[src/rtl/lane_masked_memory.sv]
// lane_masked_memory
//   Single-port synchronous word memory with a valid/ready request port,
//   per-lane write masks, a fixed read latency of 1 or 2 cycles and a
//   hardware sweep that zero-fills the array after reset or on clear.
//
// Ports
//   clk       rising-edge clock
//   rstN      asynchronous active-low reset
//   clear     request to zero-fill the array (takes effect next cycle)
//   reqValid  request present
//   reqReady  request can be accepted this cycle (IDLE only)
//   reqWrite  1 = write, 0 = read
//   reqAddr   word address; addresses >= numWords are out of range
//   reqData   write data
//   reqMask   per-lane write enable, bit i covers [i*laneSize +: laneSize]
//   rspValid  one-cycle pulse per read, readLatency cycles after acceptance
//   rspData   read data; holds its last value between pulses
//   initDone  array initialised and requests are accepted
module lane_masked_memory #(
   parameter int wordSize    = 8,
   parameter int laneSize    = 4,
   parameter int numWords    = 64,
   parameter int readLatency = 1
) (
   input  logic                            clk,
   input  logic                            rstN,
   input  logic                            clear,
   input  logic                            reqValid,
   output logic                            reqReady,
   input  logic                            reqWrite,
   input  logic [$clog2(numWords)-1:0]     reqAddr,
   input  logic [wordSize-1:0]             reqData,
   input  logic [wordSize/laneSize-1:0]    reqMask,
   output logic                            rspValid,
   output logic [wordSize-1:0]             rspData,
   output logic                            initDone
);

   localparam int ADDR_W    = $clog2(numWords);
   localparam int NUM_LANES = wordSize / laneSize;
   localparam logic [ADDR_W-1:0] LAST_ADDR = ADDR_W'(numWords - 1);

   typedef enum logic {INIT, IDLE} state_t;

   state_t              state, state_next;
   logic [ADDR_W-1:0]   sweep_cnt, sweep_cnt_next;
   logic                accept, wr_accept, rd_accept, addr_in_range;
   logic [wordSize-1:0] mem [numWords];

   logic                vld_p0;
   logic [wordSize-1:0] rd_data_p0;

   // Replace only the lanes whose mask bit is set.
   function automatic logic [wordSize-1:0] merge_lanes(
      input logic [wordSize-1:0]  old_word,
      input logic [wordSize-1:0]  new_word,
      input logic [NUM_LANES-1:0] lane_mask
   );
      logic [wordSize-1:0] result;
      result = old_word;
      for (int i = 0; i < NUM_LANES; i++) begin
         if (lane_mask[i]) begin
            result[i*laneSize +: laneSize] = new_word[i*laneSize +: laneSize];
         end
      end
      return result;
   endfunction

   // State register.
   always_ff @(posedge clk or negedge rstN) begin
      if (!rstN) begin
         state     <= INIT;
         sweep_cnt <= '0;
      end else begin
         state     <= state_next;
         sweep_cnt <= sweep_cnt_next;
      end
   end

   // Next-state logic. clear during the sweep restarts it from address 0.
   always_comb begin
      state_next     = state;
      sweep_cnt_next = sweep_cnt;
      case (state)
         INIT: begin
            if (clear) begin
               sweep_cnt_next = '0;
            end else if (sweep_cnt == LAST_ADDR) begin
               state_next     = IDLE;
               sweep_cnt_next = '0;
            end else begin
               sweep_cnt_next = sweep_cnt + 1'b1;
            end
         end
         IDLE: begin
            if (clear) begin
               state_next     = INIT;
               sweep_cnt_next = '0;
            end
         end
         default: begin
            state_next     = INIT;
            sweep_cnt_next = '0;
         end
      endcase
   end

   // Output logic.
   always_comb begin
      reqReady = (state == IDLE);
      initDone = (state == IDLE);
   end

   assign accept        = reqValid && reqReady;
   assign wr_accept     = accept && reqWrite;
   assign rd_accept     = accept && !reqWrite;
   assign addr_in_range = ({1'b0, reqAddr} < (ADDR_W + 1)'(numWords));

   // Storage: the sweep owns the port during INIT, so no request can collide.
   always_ff @(posedge clk) begin
      if (state == INIT) begin
         mem[sweep_cnt] <= '0;
      end else if (wr_accept && addr_in_range) begin
         mem[reqAddr] <= merge_lanes(mem[reqAddr], reqData, reqMask);
      end
   end

   // Stage p0: array sampled at the accepting edge; out-of-range reads give 0.
   always_ff @(posedge clk or negedge rstN) begin
      if (!rstN) begin
         vld_p0     <= 1'b0;
         rd_data_p0 <= '0;
      end else begin
         vld_p0 <= rd_accept;
         if (rd_accept) begin
            rd_data_p0 <= addr_in_range ? mem[reqAddr] : '0;
         end
      end
   end

   generate
      if (readLatency == 2) begin : g_lat2
         logic                vld_p1;
         logic [wordSize-1:0] rd_data_p1;

         // Stage p1: extra register stage; data only moves with a valid.
         always_ff @(posedge clk or negedge rstN) begin
            if (!rstN) begin
               vld_p1     <= 1'b0;
               rd_data_p1 <= '0;
            end else begin
               vld_p1 <= vld_p0;
               if (vld_p0) begin
                  rd_data_p1 <= rd_data_p0;
               end
            end
         end

         assign rspValid = vld_p1;
         assign rspData  = rd_data_p1;
      end else begin : g_lat1
         assign rspValid = vld_p0;
         assign rspData  = rd_data_p0;
      end
   endgenerate

endmodule
[config.mk]
export PLATFORM = sky130hd
export DESIGN_NAME = lane_masked_memory
export DESIGN_NICKNAME = d
export VERILOG_FILES = /design/src/rtl/lane_masked_memory.sv
export SDC_FILE = /design/constraint.sdc
export NUM_CORES = 1
export LEC_CHECK = 0
export BUFFER_PORTS_ARGS = -buffer_cell sky130_fd_sc_hd__buf_2
export CORE_MARGIN = 2
export CORE_UTILIZATION = 45
export CTS_BUF_LIST = sky130_fd_sc_hd__clkbuf_4 sky130_fd_sc_hd__clkbuf_8 sky130_fd_sc_hd__clkbuf_16
export DETAILED_ROUTE_END_ITERATION = 16
export SLEW_MARGIN = 30
export SYNTH_ARGS = -nofsm -noshare
export SYNTH_HDL_FRONTEND = slang
export SYNTH_SLANG_ARGS = --single-unit
[constraint.sdc]
create_clock -name clk -period 4.8 [get_ports clk]
set_input_delay 0 -clock clk [delete_from_list [all_inputs] [get_ports clk]]
set_output_delay 0 -clock clk [all_outputs]
set_load 0.05 [all_outputs]
==> impl_metrics.py, run 1 <==
metrics = {
    "floorplan": {
        "rows": 79,
        "core-area_um2": 46300,
        "die_h_um": 220,
        "initial_core_util_pct": 45.4,
        "ios": 32,
        "dieWidth_um": 220,
        "die_area_um2": 48400,
    },
    "clock_network": {
        "h-tree-depth": 2,
        "clock_path_buffers": 3,
        "post_cts_buffers": 0,
        "worstSkewPairLatency_ns": 0.60,
        "numCtsBuffers": 52,
        "cts_root_buffer": "clkbuf_16",
        "clkSinkCount": 528,
        "clk_pin_slew_ns": 0.06,
        "cts_tree": "yes",
    },
    "synthesis": {
        "syn_area_per_cell_um2": 19.1,
        "synth-seq-cells": 528,
        "yosysTopAreaCell": "edfxtp_1",
        "synth_top_flop_cell": "edfxtp_1",
        "yosysWarnings": 0,
        "syn_nets": 1124,
        "synth_cell_type_count": 45,
        "synth-edff-count": 512,
        "synth_area_leaders": "edfxtp_1, mux4_2, mux2i_1",
        "yosysMostFrequentCell": "edfxtp_1",
        "synth_top_area_share_pct": 73.2,
        "syn_inst": 1102,
        "netlist_area_um2": 21000,
        "synth_common_cells": "edfxtp_1, mux2i_1, mux4_2",
        "synthArstFlopShare_pct": 3.03,
        "ys_seq_area_share_pct": 75.1,
    },
    "drt": {
        "wire_per_inst_um": 27.6,
        "final_antenna_net_count": 0,
        "firstDrtPassIters": 5,
        "drc_errors": 0,
        "viasPerCell": 5.94,
        "drt-initial-drc-count": 1120,
        "vias": 10700,
        "wirelength_um": 49900,
    },
    "power": {
        "combPwrFrac_pct": 4.4,
        "ir_drop_v": 0.000250,
        "p_clk_share_pct": 42.3,
        "swShare_pct": 21.0,
        "p_seq_share_pct": 53.3,
        "power_density_nw_per_um2": 399,
        "p_leak_nw": 8.42,
        "p_int_w": 0.00745,
        "p_switching_w": 0.00198,
    },
    "global_route": {
        "antenna_found_initial": 0,
        "grt_pass1_wl_um": 72000,
        "grt_pass1_vias": 10500,
        "grt_max_degree": 93,
        "grt-ovfl-total": 0,
        "grt_usage_pct": 21.0,
    },
    "sta": {
        "fmaxAchievable_ghz": 0.289,
        "min_period_ns": 3.47,
        "finalHoldViolations": 0,
        "min_period_over_period_pct": 72.2,
        "worst_slack_ns": 1.33,
        "fin_setup_tns_ns": 0,
        "setup_viol": 0,
        "worst_pin_slew_ns": 1.01,
        "rsz0062_at_grt": "no",
        "slew_headroom_pct": 32.4,
        "worst_clock_skew_ns": 0.0214,
        "finalMaxSlewViolations": 0,
    },
    "setup_path": {
        "reg2reg_to": "mem[12][3]$_DFFE_PP_",
        "worst_ep_required_time_ns": 5.02,
        "worstSetupPathType": "register to register",
        "critPathLaunchType": "register",
        "crit_family": "simple AND/OR/NAND/NOR gates",
        "crit_fanout": 19,
        "timing.rr.start": "initDone$_DFF_PN0_",
        "arrival_ns": 3.68,
        "worstPathCellList": "nand3_1 -> or3_1 -> o31ai_1 -> nand2_1 -> nor2_1",
        "reg2reg_depth": 5,
        "slowest_stage": "nor2_1",
        "crit_path_max_incr_delay_ns": 0.89,
        "critPathCaptureType": "register",
        "critPathBufInv": 0,
        "regToRegSetupSlack_ns": 1.33,
    },
    "worst_hold_path": {
        "hold_depth": 3,
        "min_path_type": "input port to register",
        "hold_start": "reqData[5]",
        "min_to": "mem[20][5]$_DFFE_PP_",
    },
    "place": {
        "gp_congestion": 0.881,
        "pre_cts_ws_ns": 1.21,
        "port_buffers": 31,
        "dp_hpwl_um": 31400,
    },
    "run_status": {
        "status": "finished, final reports clean",
    },
    "layout": {
        "layout.nets": 1176,
        "drive_above_1_share_pct": 20.9,
        "areaGrowthSynthToFinish_pct": 12.5,
    },
    "run": {
        "max_cap_viol_count": 0,
    },
}
-- power by group through the flow --
stage	combinational (W)	clock [W]	sequential, W
finish	0.000416	0.00399	0.00503
global route	0.000440	0.00422	0.00503
CTS	0.000416	0.00404	0.00503
detailed placement	0.000413	0	0.00512
global placement	0.000411	0	0.00512
floorplan	0.000266	0	0.00513
-- layer usage --
metal	vias to the layer above	wire length, µm	track usage [%]
met1	5633	20600	29.0
met3	95	3150	3.78
met4	0	1460	6.69
met2	387	24700	34.0
met5	-	0	0
li1	4606	-	-
-- placed cells by master (no fill, tap or decap), drive strengths merged, types with 6 or more instances in the layout --
master / count
mux4: 88
nand2b: 7
nand3: 18
clkinv: 22
o22ai: 9
nor3: 6
mux2i: 94
buf: 56
nand2: 35
nor2: 83
a21oi: 22
o21ai: 20
clkbuf: 67
inv: 6
a22oi: 73
nor2b: 9
dfrtp: 16
edfxtp: 512
-- per-stage QoR --
stage | total power [W] | cell area, µm² | std cells | utilization, % | hold WS, ns
floorplan | 0.00540 | 21000 | 1102 | - | -0.296
global placement | 0.00553 | 21900 | 1701 | 47.2 | -0.0393
detailed placement | 0.00554 | 21900 | 1701 | 47.2 | -0.0380
CTS | 0.00949 | 23600 | 1803 | 51.0 | 0.0628
global route | 0.00969 | 23600 | 1804 | 51.1 | 0.0657
finish | 0.00943 | 23600 | 1805 | 51.1 | 0.105
-- tightest hold or removal path, stage by stage --
cell and delay, ns:
buf_2 0.07, nand3_1 0.23, o21ai_4 0.24
-- worst max path at each step --
stage	endpoint	slack (ns)	start	cells after the start
final	mem[12][3]$_DFFE_PP_	1.33	initDone$_DFF_PN0_	5
after global routing	mem[16][2]$_DFFE_PP_	1.14	initDone$_DFF_PN0_	5
after CTS	mem[13][3]$_DFFE_PP_	1.41	initDone$_DFF_PN0_	5
after detailed placement	mem[17][0]$_DFFE_PP_	1.21	reqAddr[0]	8
after global placement	mem[2][6]$_DFFE_PP_	1.23	reqAddr[0]	9
after floorplan	mem[0][0]$_DFFE_PP_	1.31	initDone$_DFF_PN0_	4
-- state kept, by name, summed over array words and instances (netlist names) --
signal,flops
rspData,8
initDone,1
sweep_cnt,6
rspValid,1
mem,512
-- timing repair --
item,CTS,global route
hold endpoints to repair,35,0
hold buffers,5,0
gates resized for setup,0,0
-- cell type report --
| cell class | instances | area (µm²) |
|---|---|---|
| fill | 3711 | 22600 |
| tap | 607 | 759 |
| clock buffer | 67 | 1440 |
| antenna | 1 | 2.50 |
| clock inverter | 30 | 238 |
| inverter | 4 | 15.0 |
| timing repair buffer | 61 | 513 |
| sequential | 528 | 15800 |
| multi-input combinational | 507 | 4880 |
-- cells by family after synthesis --
kind of cell    after synthesis  share of synthesized area, %
compound gates              149                          4.89
xor+xnor                      2                        0.0834
fa+ha+maj                     1                        0.0596
buf+inv                      67                          2.13
flops                       528                          75.1
mux                         182                          13.9
simple gates                173                          3.78
(Power assumes the default switching activity.)
==> run 2, diff against run 1 <==
==> constraint.sdc (replaced) <==
create_clock -name clk -period 2.9 [get_ports clk]
set_input_delay 0 -clock clk [delete_from_list [all_inputs] [get_ports clk]]
set_output_delay 0 -clock clk [all_outputs]
set_load 0.05 [all_outputs]
==> run 2 against run 1 <==
Final cell count increased by 5.4%. First-iteration DRC count fell by 1.3%. Sequential share of layout area is 2.5 points lower. Core utilization increased by 2.0 points. Setup slack got worse by 1.1 ns. Die area unchanged.
==> impl_metrics.py, run 2 (synthesized netlist as in run 1, its figures left out) <==
metrics = {
    "run_status": {
        "status": "finished, final reports clean",
    },
    "power": {
        "p_seq_share_pct": 52.1,
        "p_switching_w": 0.00331,
        "combPwrFrac_pct": 4.5,
        "p_clk_share_pct": 43.3,
        "p_int_w": 0.0127,
        "swShare_pct": 20.7,
        "ir_drop_v": 0.000431,
        "power_density_nw_per_um2": 650,
        "p_leak_nw": 9.01,
    },
    "sta": {
        "worst_pin_slew_ns": 0.826,
        "finalHoldViolations": 0,
        "rsz0062_at_grt": "no",
        "fmaxAchievable_ghz": 0.372,
        "worst_clock_skew_ns": 0.0381,
        "worst_slack_ns": 0.210,
        "finalHoldWorstSlack_ns": 0.0351,
        "finalMaxSlewViolations": 0,
        "min_period_ns": 2.69,
        "slew_headroom_pct": 44.8,
        "setup_viol": 0,
        "min_period_over_period_pct": 92.8,
    },
    "setup_path": {
        "arrival_ns": 2.99,
        "critPathCaptureType": "register",
        "timing.rr.start": "mem[1][7]$_DFFE_PP_",
        "reg2reg_to": "mem[21][7]$_DFFE_PP_",
        "cp-endpoint": "mem[21][7]$_DFFE_PP_",
        "startpoint": "mem[1][7]$_DFFE_PP_",
        "crit_fanout": 56,
        "critPathLaunchType": "register",
        "regToRegSetupSlack_ns": 0.21,
        "reg2reg_depth": 7,
        "worst_ep_required_time_ns": 3.20,
        "worstSetupPathType": "register to register",
    },
    "floorplan": {
        "die_area_um2": 48400,
        "initial_core_util_pct": 45.4,
        "rows": 79,
        "core-area_um2": 46300,
        "die_h_um": 220,
        "ios": 32,
        "dieWidth_um": 220,
    },
    "layout": {
        "mostFrequentLayoutCells": "edfxtp_1, buf_4, mux2i_1, mux4_2, nor2_1",
        "largest_reg_flops": 512,
        "fillCellCount": 3636,
        "regMostFlops": "mem",
        "fin_cells": 1902,
        "num_antenna_cells": 0,
        "drive_above_1_share_pct": 26.6,
        "areaGrowthSynthToFinish_pct": 16.9,
        "final_common_cell": "edfxtp_1",
        "layout.nets": 1272,
    },
    "drt": {
        "wirelength_um": 49000,
        "drt-initial-drc-count": 1106,
        "firstDrtPassIters": 5,
        "viasPerCell": 5.72,
        "vias": 10900,
        "drc_errors": 0,
        "wire_per_inst_um": 25.7,
        "final_antenna_net_count": 0,
    },
    "place": {
        "port_buffers": 31,
        "dp_hpwl_um": 31400,
        "pre_cts_ws_ns": -0.0563,
        "dp.cells": 1795,
        "gp_congestion": 0.838,
    },
    "clock_network": {
        "clkSinkCount": 528,
        "cts_root_buffer": "clkbuf_16",
        "worstSkewPairLatency_ns": 0.62,
        "h-tree-depth": 2,
        "post_cts_buffers": 0,
        "numCtsBuffers": 54,
        "clk_pin_slew_ns": 0.06,
        "clock_path_buffers": 3,
        "cts_tree": "yes",
    },
    "worst_hold_path": {
        "min_path_type": "input port to register",
    },
    "global_route": {
        "grt_usage_pct": 20.8,
        "grt_max_degree": 65,
        "grt_pass1_wl_um": 72000,
        "grt_pass1_vias": 11100,
        "grt-ovfl-total": 0,
        "antenna_found_initial": 1,
    },
    "run": {
        "max_cap_viol_count": 0,
    },
}
## run 2: changes by cell type in the layout (fill, tap and decap cells not counted), sizes merged
| cell | change |
|---|---|
| clkbuf | +7 |
| clkinvlp | -1 |
| bufinv | +1 |
| diode | -1 |
| buf | +93 |
| clkinv | -3 |
| dlygate4sd3 | +1 |
## run 2: how the worst min path moves through the flow
stage / from / to / cells after the start
floorplan: rstN / initDone$_DFF_PN0_ / 0
finish: reqData[1] / mem[63][1]$_DFFE_PP_ / 4
CTS: reqData[5] / mem[57][5]$_DFFE_PP_ / 4
global route: reqData[4] / mem[60][4]$_DFFE_PP_ / 4
global placement: rstN / rspData[5]$_DFFE_PN0P_ / 1
detailed placement: rstN / rspData[5]$_DFFE_PN0P_ / 1
## run 2: layout make-up
| class | count | area [µm²] | share of cell area [%] |
|---|---|---|---|
| Timing Repair Buffer | 155 | 1340 | 5.45 |
| Clock buffer | 74 | 1540 | 6.26 |
| Clock inverter | 27 | 255 | 1.04 |
| Sequential cell | 528 | 15800 | 64.3 |
| Inverter | 4 | 15.0 | 0.0612 |
| Multi-Input combinational cell | 507 | 4870 | 19.8 |
| Tap cell | 607 | 759 | 3.09 |
## run 2: timing repair
| item | 4_1_cts | 5_1_grt |
|---|---|---|
| hold buffers | 6 | 0 |
| hold endpoints to repair | 43 | 0 |
| gates resized for setup | 0 | 0 |
## run 2: power by group through the flow
stage	sequential, W	combinational, W	clock, W
floorplan	0.00850	0.000441	0
global route	0.00832	0.000765	0.00733
detailed placement	0.00848	0.000721	0
finish	0.00832	0.000722	0.00692
CTS	0.00832	0.000728	0.00704
global placement	0.00848	0.000716	0
## run 2: critical path: stages, from the launching register on
cell and delay [ns]:
edfxtp_1 0.38, mux4_1 0.51, a22oi_1 0.24, nand2_1 0.16, a22o_1 0.30, a211oi_2 0.37, o21ai_4 0.16, buf_12 0.20
## run 2: metal layers
layer	wire length (µm)	GRT usage (%)	vias up
met1	21100	28.7	5702
met2	23500	32.7	293
met5	0	0	-
met4	1740	7.96	0
met3	2660	4.25	85
li1	-	-	4800
## run 2: per-stage QoR
stage               area [µm²]  power [W]  setup TNS [ns]  utilization (%)
CTS                      24500     0.0161               0             53.1
finish                   24500     0.0160               0             53.1
global route             24500     0.0164               0             53.1
floorplan                21000    0.00894         -301.66                -
detailed placement       22700    0.00920           -2.87             49.1
global placement         22700    0.00919           -1.44             49.1
